--- src/rtl/hslp_seq_ctrl_if.sv ---
// Operand, shared sub-multiplier and result handshake bundle for hslp_seq_ctrl.
interface hslp_seq_ctrl_if;
    logic       in_valid;
    logic       in_ready;
    logic [7:0] in_a;
    logic [7:0] in_b;
    logic [3:0] cfg_mode;
    logic       pp_en;
    logic [3:0] pp_a;
    logic [3:0] pp_b;
    logic       pp_hi_acc;
    logic [7:0] pp_prod;
    logic       out_valid;
    logic       out_ready;
    logic [15:0] out_prod;
    logic       out_sat;
    logic       busy;

    modport slave (
        input  in_valid, in_a, in_b, cfg_mode, pp_prod, out_ready,
        output in_ready, pp_en, pp_a, pp_b, pp_hi_acc, out_valid, out_prod, out_sat, busy
    );

    modport master (
        output in_valid, in_a, in_b, cfg_mode, pp_prod, out_ready,
        input  in_ready, pp_en, pp_a, pp_b, pp_hi_acc, out_valid, out_prod, out_sat, busy
    );
endinterface

--- src/rtl/hslp_seq_ctrl.sv ---
// 8x8 hybrid-approximate multiplier sequencer: one shared 4x4 sub-multiplier,
// four quadrant cycles (LL, LH, HL, HH) shift-accumulated into a 17-bit sum.
module hslp_seq_ctrl #(
    parameter bit ZERO_SKIP = 1'b1,
    parameter bit SAT_EN    = 1'b1
) (
    input logic            clk,
    input logic            rst_n,
    hslp_seq_ctrl_if.slave bus
);
    localparam int unsigned OP_W   = 8;
    localparam int unsigned NIB_W  = 4;
    localparam int unsigned ACC_W  = 17;
    localparam int unsigned PROD_W = 16;

    typedef enum logic [2:0] {
        S_IDLE, S_LL, S_LH, S_HL, S_HH, S_DONE
    } state_e;

    state_e              state_q, state_d;
    logic [OP_W-1:0]     a_q, a_d, b_q, b_d;
    logic [NIB_W-1:0]    mode_q, mode_d;
    logic [ACC_W-1:0]    acc_q, acc_d;
    logic                in_ready_q, in_ready_d;
    logic                out_valid_q, out_valid_d;
    logic                busy_q, busy_d;
    logic                pp_en_q, pp_en_d;
    logic [NIB_W-1:0]    pp_a_q, pp_a_d, pp_b_q, pp_b_d;
    logic                pp_hi_acc_q, pp_hi_acc_d;
    logic [PROD_W-1:0]   out_prod_q, out_prod_d;
    logic                out_sat_q, out_sat_d;
    logic [ACC_W-1:0]    pp_ext;

    always_ff @(posedge clk or negedge rst_n) begin
        if (!rst_n) begin
            state_q     <= S_IDLE;
            a_q         <= '0;
            b_q         <= '0;
            mode_q      <= '0;
            acc_q       <= '0;
            in_ready_q  <= 1'b1;
            out_valid_q <= 1'b0;
            busy_q      <= 1'b0;
            pp_en_q     <= 1'b0;
            pp_a_q      <= '0;
            pp_b_q      <= '0;
            pp_hi_acc_q <= 1'b0;
            out_prod_q  <= '0;
            out_sat_q   <= 1'b0;
        end else begin
            state_q     <= state_d;
            a_q         <= a_d;
            b_q         <= b_d;
            mode_q      <= mode_d;
            acc_q       <= acc_d;
            in_ready_q  <= in_ready_d;
            out_valid_q <= out_valid_d;
            busy_q      <= busy_d;
            pp_en_q     <= pp_en_d;
            pp_a_q      <= pp_a_d;
            pp_b_q      <= pp_b_d;
            pp_hi_acc_q <= pp_hi_acc_d;
            out_prod_q  <= out_prod_d;
            out_sat_q   <= out_sat_d;
        end
    end

    // Next state and accumulation; pp_prod is consumed in the quadrant cycle it answers.
    always_comb begin
        state_d = state_q;
        a_d     = a_q;
        b_d     = b_q;
        mode_d  = mode_q;
        acc_d   = acc_q;
        pp_ext  = ACC_W'(bus.pp_prod);
        unique case (state_q)
            S_IDLE: begin
                if (bus.in_valid) begin
                    a_d    = bus.in_a;
                    b_d    = bus.in_b;
                    mode_d = bus.cfg_mode;
                    acc_d  = '0;
                    if (ZERO_SKIP && ((bus.in_a == '0) || (bus.in_b == '0))) begin
                        state_d = S_DONE;
                    end else begin
                        state_d = S_LL;
                    end
                end
            end
            S_LL: begin
                acc_d   = acc_q + pp_ext;
                state_d = S_LH;
            end
            S_LH: begin
                acc_d   = acc_q + (pp_ext << 4);
                state_d = S_HL;
            end
            S_HL: begin
                acc_d   = acc_q + (pp_ext << 4);
                state_d = S_HH;
            end
            S_HH: begin
                acc_d   = acc_q + (pp_ext << 8);
                state_d = S_DONE;
            end
            S_DONE: begin
                if (bus.out_ready) begin
                    state_d = S_IDLE;
                end
            end
            default: state_d = S_IDLE;
        endcase
    end

    // Registered outputs decoded from the next state so they line up with it.
    always_comb begin
        in_ready_d  = (state_d == S_IDLE);
        out_valid_d = (state_d == S_DONE);
        busy_d      = (state_d != S_IDLE);
        pp_en_d     = 1'b0;
        pp_a_d      = '0;
        pp_b_d      = '0;
        pp_hi_acc_d = 1'b0;
        out_prod_d  = '0;
        out_sat_d   = 1'b0;
        unique case (state_d)
            S_LL: begin
                pp_en_d = 1'b1; pp_a_d = a_d[3:0]; pp_b_d = b_d[3:0]; pp_hi_acc_d = mode_d[0];
            end
            S_LH: begin
                pp_en_d = 1'b1; pp_a_d = a_d[3:0]; pp_b_d = b_d[7:4]; pp_hi_acc_d = mode_d[1];
            end
            S_HL: begin
                pp_en_d = 1'b1; pp_a_d = a_d[7:4]; pp_b_d = b_d[3:0]; pp_hi_acc_d = mode_d[2];
            end
            S_HH: begin
                pp_en_d = 1'b1; pp_a_d = a_d[7:4]; pp_b_d = b_d[7:4]; pp_hi_acc_d = mode_d[3];
            end
            S_DONE: begin
                out_sat_d  = acc_d[ACC_W-1];
                out_prod_d = (acc_d[ACC_W-1] && SAT_EN) ? {PROD_W{1'b1}} : acc_d[PROD_W-1:0];
            end
            default: ;
        endcase
    end

    assign bus.in_ready  = in_ready_q;
    assign bus.out_valid = out_valid_q;
    assign bus.busy      = busy_q;
    assign bus.pp_en     = pp_en_q;
    assign bus.pp_a      = pp_a_q;
    assign bus.pp_b      = pp_b_q;
    assign bus.pp_hi_acc = pp_hi_acc_q;
    assign bus.out_prod  = out_prod_q;
    assign bus.out_sat   = out_sat_q;
endmodule
--- src/flat_wrapper.sv ---
// flat-port wrapper written by rule: the top's interface ports become plain ports
module hslp_seq_ctrl_flat 
#(
    parameter bit ZERO_SKIP = 1'b1,
    parameter bit SAT_EN    = 1'b1
)
  (clk, rst_n, bus_in_valid, bus_in_a, bus_in_b, bus_cfg_mode, bus_pp_prod, bus_out_ready, bus_in_ready, bus_pp_en, bus_pp_a, bus_pp_b, bus_pp_hi_acc, bus_out_valid, bus_out_prod, bus_out_sat, bus_busy);
  hslp_seq_ctrl_if bus_i ();
  input logic clk;
  input logic rst_n;
  input wire logic [$bits(bus_i.in_valid)-1:0] bus_in_valid;
  input wire logic [$bits(bus_i.in_a)-1:0] bus_in_a;
  input wire logic [$bits(bus_i.in_b)-1:0] bus_in_b;
  input wire logic [$bits(bus_i.cfg_mode)-1:0] bus_cfg_mode;
  input wire logic [$bits(bus_i.pp_prod)-1:0] bus_pp_prod;
  input wire logic [$bits(bus_i.out_ready)-1:0] bus_out_ready;
  output wire logic [$bits(bus_i.in_ready)-1:0] bus_in_ready;
  output wire logic [$bits(bus_i.pp_en)-1:0] bus_pp_en;
  output wire logic [$bits(bus_i.pp_a)-1:0] bus_pp_a;
  output wire logic [$bits(bus_i.pp_b)-1:0] bus_pp_b;
  output wire logic [$bits(bus_i.pp_hi_acc)-1:0] bus_pp_hi_acc;
  output wire logic [$bits(bus_i.out_valid)-1:0] bus_out_valid;
  output wire logic [$bits(bus_i.out_prod)-1:0] bus_out_prod;
  output wire logic [$bits(bus_i.out_sat)-1:0] bus_out_sat;
  output wire logic [$bits(bus_i.busy)-1:0] bus_busy;
  assign bus_i.in_valid = bus_in_valid;
  assign bus_i.in_a = bus_in_a;
  assign bus_i.in_b = bus_in_b;
  assign bus_i.cfg_mode = bus_cfg_mode;
  assign bus_i.pp_prod = bus_pp_prod;
  assign bus_i.out_ready = bus_out_ready;
  assign bus_in_ready = bus_i.in_ready;
  assign bus_pp_en = bus_i.pp_en;
  assign bus_pp_a = bus_i.pp_a;
  assign bus_pp_b = bus_i.pp_b;
  assign bus_pp_hi_acc = bus_i.pp_hi_acc;
  assign bus_out_valid = bus_i.out_valid;
  assign bus_out_prod = bus_i.out_prod;
  assign bus_out_sat = bus_i.out_sat;
  assign bus_busy = bus_i.busy;
  hslp_seq_ctrl #(.ZERO_SKIP(ZERO_SKIP), .SAT_EN(SAT_EN)) u_core (.clk(clk), .rst_n(rst_n), .bus(bus_i));
endmodule
--- config.mk ---
export PLATFORM = sky130hd
export DESIGN_NAME = hslp_seq_ctrl_flat
export DESIGN_NICKNAME = d
export VERILOG_FILES = /design/src/rtl/hslp_seq_ctrl_if.sv /design/src/rtl/hslp_seq_ctrl.sv /design/src/flat_wrapper.sv
export SDC_FILE = /design/constraint.sdc
export NUM_CORES = 1
export LEC_CHECK = 0
export BUFFER_PORTS_ARGS = -buffer_cell sky130_fd_sc_hd__buf_4
export CAP_MARGIN = 10
export CORE_UTILIZATION = 50
export CTS_CLUSTER_DIAMETER = 50
export DETAILED_ROUTE_END_ITERATION = 7
export MAX_ROUTING_LAYER = met4
export PLACE_DENSITY = 0.74
export RECOVER_POWER = 100
export SLEW_MARGIN = 10
export SYNTH_ARGS = -nofsm -noshare
export SYNTH_HDL_FRONTEND = slang
export SYNTH_SLANG_ARGS = --single-unit
--- constraint.sdc ---
create_clock -name clk -period 2.4 [get_ports clk]
set_clock_uncertainty 0.05 [all_clocks]
set_input_delay 0.24 -clock clk [delete_from_list [all_inputs] [get_ports clk]]
set_output_delay 0.24 -clock clk [all_outputs]
set_load 0.005 [all_outputs]
== Word-level counts from Yosys, hierarchy flattened ==
Index checks and enable logic that the tools add are counted.

* Register bits: 70
* Input port bits: 32
* Output and inout port bits: 30
* Word-level logic and storage cells: 58

* Add/sub/neg operators: 3
* Eq/ne operators: 10
* Muxes and demuxes: 19
* Reduce and logical (&&, ||, !) cells: 12

{| class="wikitable"
|+ Operators by type and width
! cell !! count
|-
| $pmux W17 S4 || 1
|-
| $mux W16 || 2
|-
| $mux W8 || 4
|-
| $pmux W3 S6 || 1
|-
| $add A17 B12 Y17 || 1
|-
| $add A17 B16 Y17 || 1
|-
| $add A17 B8 Y17 || 1
|-
| $mux W17 || 1
|-
| $logic_not A8 Y1 || 2
|-
| $pmux W4 S2 || 2
|-
| $eq A3 B2 Y1 const B || 4
|-
| $eq A3 B3 Y1 const B || 4
|-
| $reduce_or A2 Y1 || 5
|-
| $mux W3 || 3
|-
| $mux W4 || 2
|-
| $eq A3 B1 Y1 const B || 2
|-
| $logic_not A3 Y1 || 2
|-
| $pmux W1 S4 || 1
|-
| $reduce_or A4 Y1 || 1
|-
| $reduce_bool A3 Y1 || 1
|-
| $mux W1 || 2
|-
| $logic_or A1 B1 Y1 || 1
|}

== Longest topological paths before layout ==
* Word-level depth: 8
* Mapped depth: 11
* Depth with buffers taken out: 10

== Worst setup path before layout ==
OpenSTA, ideal clock, no wires.

* Kind: register -> register
* From: register u_core.acc_q[8]
* To: register u_core.out_prod_q[8] (netlist: u_core.bus.out_prod[8])
* Setup time: 142 ps
* Arrival: 2424 ps
* Required time: 2208 ps
* Slack: -216 ps
* Cell stages (with the launch flop): 12
* Path buffers: 1
* Clock period less this slack: 2616 ps
* Path through: dfrtp_1 > ha_1 > inv_1 > fa_1 > nor2b_4 > o2111ai_1 > a31oi_1 > xnor2_1 > o21ai_0 > a211oi_4 > buf_6 > a31oi_1

* Word-level cells in the longest chain between the ends: 4
* Elaborated cells on any way between the ends: 7
* Classes of those cells: 3 x add/sub; 4 x mux

{| class="wikitable"
|+ RTL lines
! element !! line !! RTL
|-
| from (decl) || hslp_seq_ctrl.sv:23 || <nowiki>logic [ACC_W-1:0] acc_q, acc_d;</nowiki>
|-
| from (signal assigned) || hslp_seq_ctrl.sv:40 || <nowiki>acc_q <= '0;</nowiki>
|-
| from (signal assigned) || hslp_seq_ctrl.sv:55 || <nowiki>acc_q <= acc_d;</nowiki>
|-
| $add A17 B16 Y17 (tied with other cells) || hslp_seq_ctrl.sv:103 || <nowiki>acc_d = acc_q + (pp_ext << 8);</nowiki>
|-
| $pmux W17 S4 * || hslp_seq_ctrl.sv:76 || <nowiki>unique case (state_q)</nowiki>
|-
| $mux W16 * || hslp_seq_ctrl.sv:141 || <nowiki>out_prod_d = (acc_d[ACC_W-1] && SAT_EN) ? {PROD_W{1'b1}} : acc_d[PROD_W-1:0];</nowiki>
|-
| $mux W16 * || hslp_seq_ctrl.sv:126 || <nowiki>unique case (state_d)</nowiki>
|-
| net u_core.out_prod_d[8] || hslp_seq_ctrl.sv:30 || <nowiki>logic [PROD_W-1:0] out_prod_q, out_prod_d;</nowiki>
|-
| to (signal assigned) || hslp_seq_ctrl.sv:63 || <nowiki>out_prod_q <= out_prod_d;</nowiki>
|-
| to (decl) || hslp_seq_ctrl.sv:30 ||
|}

Mark *: on every way through the listed nets, which the timed path passes. The rest lies on a longest branch.

== Worst setup path after layout ==
* From: register u_core.acc_q[4]
* To: register u_core.out_prod_q[7] (netlist: u_core.bus.out_prod[7])

* Word-level cells in the longest chain between the ends: 4
* Elaborated cells on any way between the ends: 6
* Classes of those cells: 3 x add/sub; 3 x mux

{| class="wikitable"
|+ RTL lines
! element !! line
|-
| $add A17 B16 Y17 (tied with other cells) || hslp_seq_ctrl.sv:103
|-
| $pmux W17 S4 * || hslp_seq_ctrl.sv:76
|-
| $mux W16 * || hslp_seq_ctrl.sv:141
|-
| $mux W16 * || hslp_seq_ctrl.sv:126
|-
| net u_core.out_prod_d[7] || hslp_seq_ctrl.sv:30
|}

Marks and branches as above.

==> summary.md <==
| Metric | Value |
|---|---|
| Drt initial violations | 260 |
| Crit path launch type | flop |
| Worst-Skew Late Latency | 0.34 ns |
| Die width | between 90 and 100 microns |
| Max transition margin | -7.64% |
| # diodes | 0 |
| Die Ht | 93.1 microns |
| CORE AREA | approximately 0.0079 sq mm |
| Initial Util | 52.6% |
| Critical path's slowest cell | dfrtp_1 |
| Num rows | 32 |
| Crit path kind | flop to flop |
| Hpwl dp | 8190 microns |
| Flop-to-flop setup slack | -0.03 ns |
| R2r endpoint | u_core.bus.out_prod[7] |
| DR vias | 3611 |
| CP max stage delay | 0.39 ns |
| Initial antenna violation count | 0 |
| Simple logic cell fraction of the synthesized area | 13.2% |
| Fraction of layout cells with a size suffix above 1 | approximately 36% |
| Mapped cell area | 0.00415 sq mm |
| Critical Path RT | 2.56 ns |
| CP Buf/Inv Count | 1 |
| Mux cell area share after synthesis | 5.30% |
| Post-synth EDFFs | 0 |
| Hold path endpoint | u_core.state_q[0] |
| Worst-path clk slew | 0.07 ns |
| Final Non-Filler Cells | 619 |
| Leakage dissipation | around 0.0026 uW |
| Run status | complete, but fails checks |
| WP depth | 10 |
| WL/cell | 17.7 microns |
| Failing checks | max-capacitance violations, max-slew violations, negative setup slack |
| Area grow syn2layout | 30.3% |
| FF-to-FF Start | u_core.acc_q[4] |
| Via density | approximately 6 |
| Number of synthesized register bits | 69 |
| Final ANT Viol Nets | 0 |
| VDD IR max | 0.678 mV |
| Post-synth ARST share | 100% |
| Htree depth | 3 |
| Final wirelength | 10900 microns |
| Crit path capture type | flop |
| Final min period | 2.43 ns |
| Register area share after synthesis | 41.6% |
| PnR worst setup slack | -0.0339 ns |
| DRC | 0 |
| FMAX | 0.411 GHz |
| Synth Net Count | 463 |
| Boundary Pins | just over 60 |
| Period utilization | 101% |
| Drt pass-1 iters | 5 |
| Clock sink total | 69 |
| Number of cells on the worst reg-to-reg path | 10 |
| Final nets | 571 |
| Final setup fails | 12 |
| Ys flop type | dfrtp_1 |
| RSZ-0062 raised after global routing | true |
| Hold Path Class | input pin to flop |
| Yosys warning count | 0 |
| Adder-cell share of the synthesized area | 8.68% |
| Port Buffer Count | 61 |
| Dpl cells | 597 |
| Critical path peak fanout | 12 |
| CTS tree | done |
| Fin. max-slew vios | 70 |
| Crit path arrival time | 2.59 ns |
| Synth Area in XOR/XNOR | 3.80% |
| Global-route wire length before repair | 17600 microns |
| Gate Count Post-Synth | 404 |
| Max-cap violations | 1 |
| PwrDens | between 1000 and 1500 mW/mm^2 |
| Max clock buf depth | 2 |
| Avg Inst Size Synth | 10.3 sq um |
| Yosys cell types | 69 |
| Crit-path leading delay family | compound AO/OA/AOI/OAI gates |
| Vias in the first global route | 3655 |
| Total CTS buffers | 9 |
| Pin count of the biggest net entering global routing | 70 |
| Worst Hold Slack | 0.0621 ns |
| Pre-CTS setup slack | -0.174 ns |
| Least-Margin Pin Slew | 1.61 ns |
| GRT Util Overall | 27.4% |
| Core Util, Final | 68.6% |
| Largest family of logic cells by synthesized area | compound AO/OA/AOI/OAI gates |
| Total congestion overflow | 0 |
| GPL Wtd Cong | 0.971 |
| Hold-critical path depth | 2 |
| Synth Area in Compound Gates | ~22% |
| Worst hold path startpoint | bus_out_ready |
| Final Hold Vio Count | 0 |
| # fillers | 611 |
| Root Buffer | clkbuf_8 |
| Full die area | 0.00867 sq mm |
| Ordered cell list for the critical path | ha_2 -> fa_2 -> a21o_4 -> nand4_4 -> a31oi_4 -> a22oi_4 -> nor4_4 -> a211oi_4 -> buf_12 -> a21oi_1 |
routing by layer:
metal	track usage, %	vias up	share of wire, %
met2	45.9	117	51
met4	11.4	0	2.6
met5	-	-	0
met1	32.4	1781	41
met3	5.45	27	4.7
li1	-	1686	-
sequential cells by signal, indices dropped and copies added, names as in the netlist, 3 cells and up:
| register | count |
|---|---|
| u_core.mode_q | 3 |
| u_core.bus.pp_a | 4 |
| u_core.b_q | 8 |
| u_core.state_q | 3 |
| u_core.bus.out_prod | 16 |
| u_core.bus.pp_b | 4 |
| u_core.acc_q | 17 |
| u_core.a_q | 8 |
layout make-up:
| cell class | instances | area, sq um | area share [%] |
|---|---|---|---|
| Clock inverter | 6 | 92.6 | 1.71 |
| Tap cell | 102 | 128 | 2.36 |
| Timing Repair Buffer | 115 | 862 | 15.9 |
| Clock buffer | 10 | 138 | 2.54 |
| Multi-Input combinational cell | 287 | 2350 | 43.4 |
| Inverter | 30 | 113 | 2.08 |
| Sequential cell | 69 | 1730 | 31.9 |
placed cells by master (no fill, tap or decap), types with 6 or more instances in the layout:
cell	n
buf_4	77
dfrtp_1	67
a21oi_1	29
inv_1	28
clkbuf_4	27
nor2_1	23
nand2_1	23
ha_1	20
o21ai_0	12
xnor2_1	10
clkbuf_8	10
mux2_1	8
nand3_1	8
xor2_1	8
mux2_2	8
nand2b_1	7
a21oi_2	7
nor4_1	6
a21o_1	6
o211ai_1	6
a31oi_1	6
kinds of logic (layout without fill, tap and decap cells):
| family | after synthesis | after routing |
|---|---|---|
| mux | 20 | 20 |
| compound gates | 123 | 123 |
| fa+ha+maj | 27 | 27 |
| flops | 69 | 69 |
| simple gates | 99 | 99 |
| xor+xnor | 18 | 18 |
| buf+inv | 48 | 161 |
timing repair:
action                                 4_1_cts  5_1_grt
endpoints found under the hold margin       68        0
buffers inserted                             1        4
hold buffers                                 1        0
pin swaps                                    8       11
resized for setup                           10       21
setup endpoints to repair                   20       23
report_power, final:
| group | internal [uW] | switching [uW] |
|---|---|---|
| sequential | 1660 | 297 |
| combinational | 2030 | 2320 |
| clock | 620 | 449 |
through the flow:
step	total power, uW	area, sq um	TNS [ns]
after detailed placement	6070	5020	-1.43
after global routing	7900	5410	-2.27
after global placement	5940	5020	-0.543
final	7370	5410	-0.245
after floorplan	4560	4170	-0.205
after CTS	7260	5330	-0.371
worst max-delay path by stage:
stage / end / slack [ns] / startpoint
after CTS: u_core.bus.out_prod[7] / -0.05 / u_core.acc_q[0]
after detailed placement: u_core.acc_q[13] / -0.17 / bus_pp_prod[1]
after global routing: u_core.bus.out_prod[7] / -0.13 / u_core.acc_q[0]
final: u_core.bus.out_prod[7] / -0.03 / u_core.acc_q[4]
after global placement: u_core.bus.out_prod[13] / -0.11 / bus_pp_prod[1]
after floorplan: u_core.bus.out_prod[8] / -0.04 / u_core.acc_q[4]
cells in the mapped netlist, drive strengths merged, types with 5 or more instances:
cell type | number | share of area [%]
a211oi | 6 | 1.4
a21o | 8 | 1.6
a21oi | 37 | 5.3
a222oi | 5 | 1.2
a22o | 5 | 1.1
a22oi | 5 | 1.2
a31oi | 7 | 1.4
buf | 11 | 2.0
clkbuf | 7 | 0.63
dfrtp | 68 | 41
ha | 24 | 7.2
inv | 30 | 2.7
mux2 | 16 | 4.3
nand2 | 24 | 2.2
nand2b | 8 | 1.2
nand3 | 9 | 1.1
nor2 | 24 | 2.2
nor4 | 7 | 1.2
o211ai | 6 | 1.1
o21a | 5 | 0.90
o21ai | 19 | 2.4
xnor2 | 10 | 2.1
xor2 | 8 | 1.7
(Power assumes the default switching activity.)
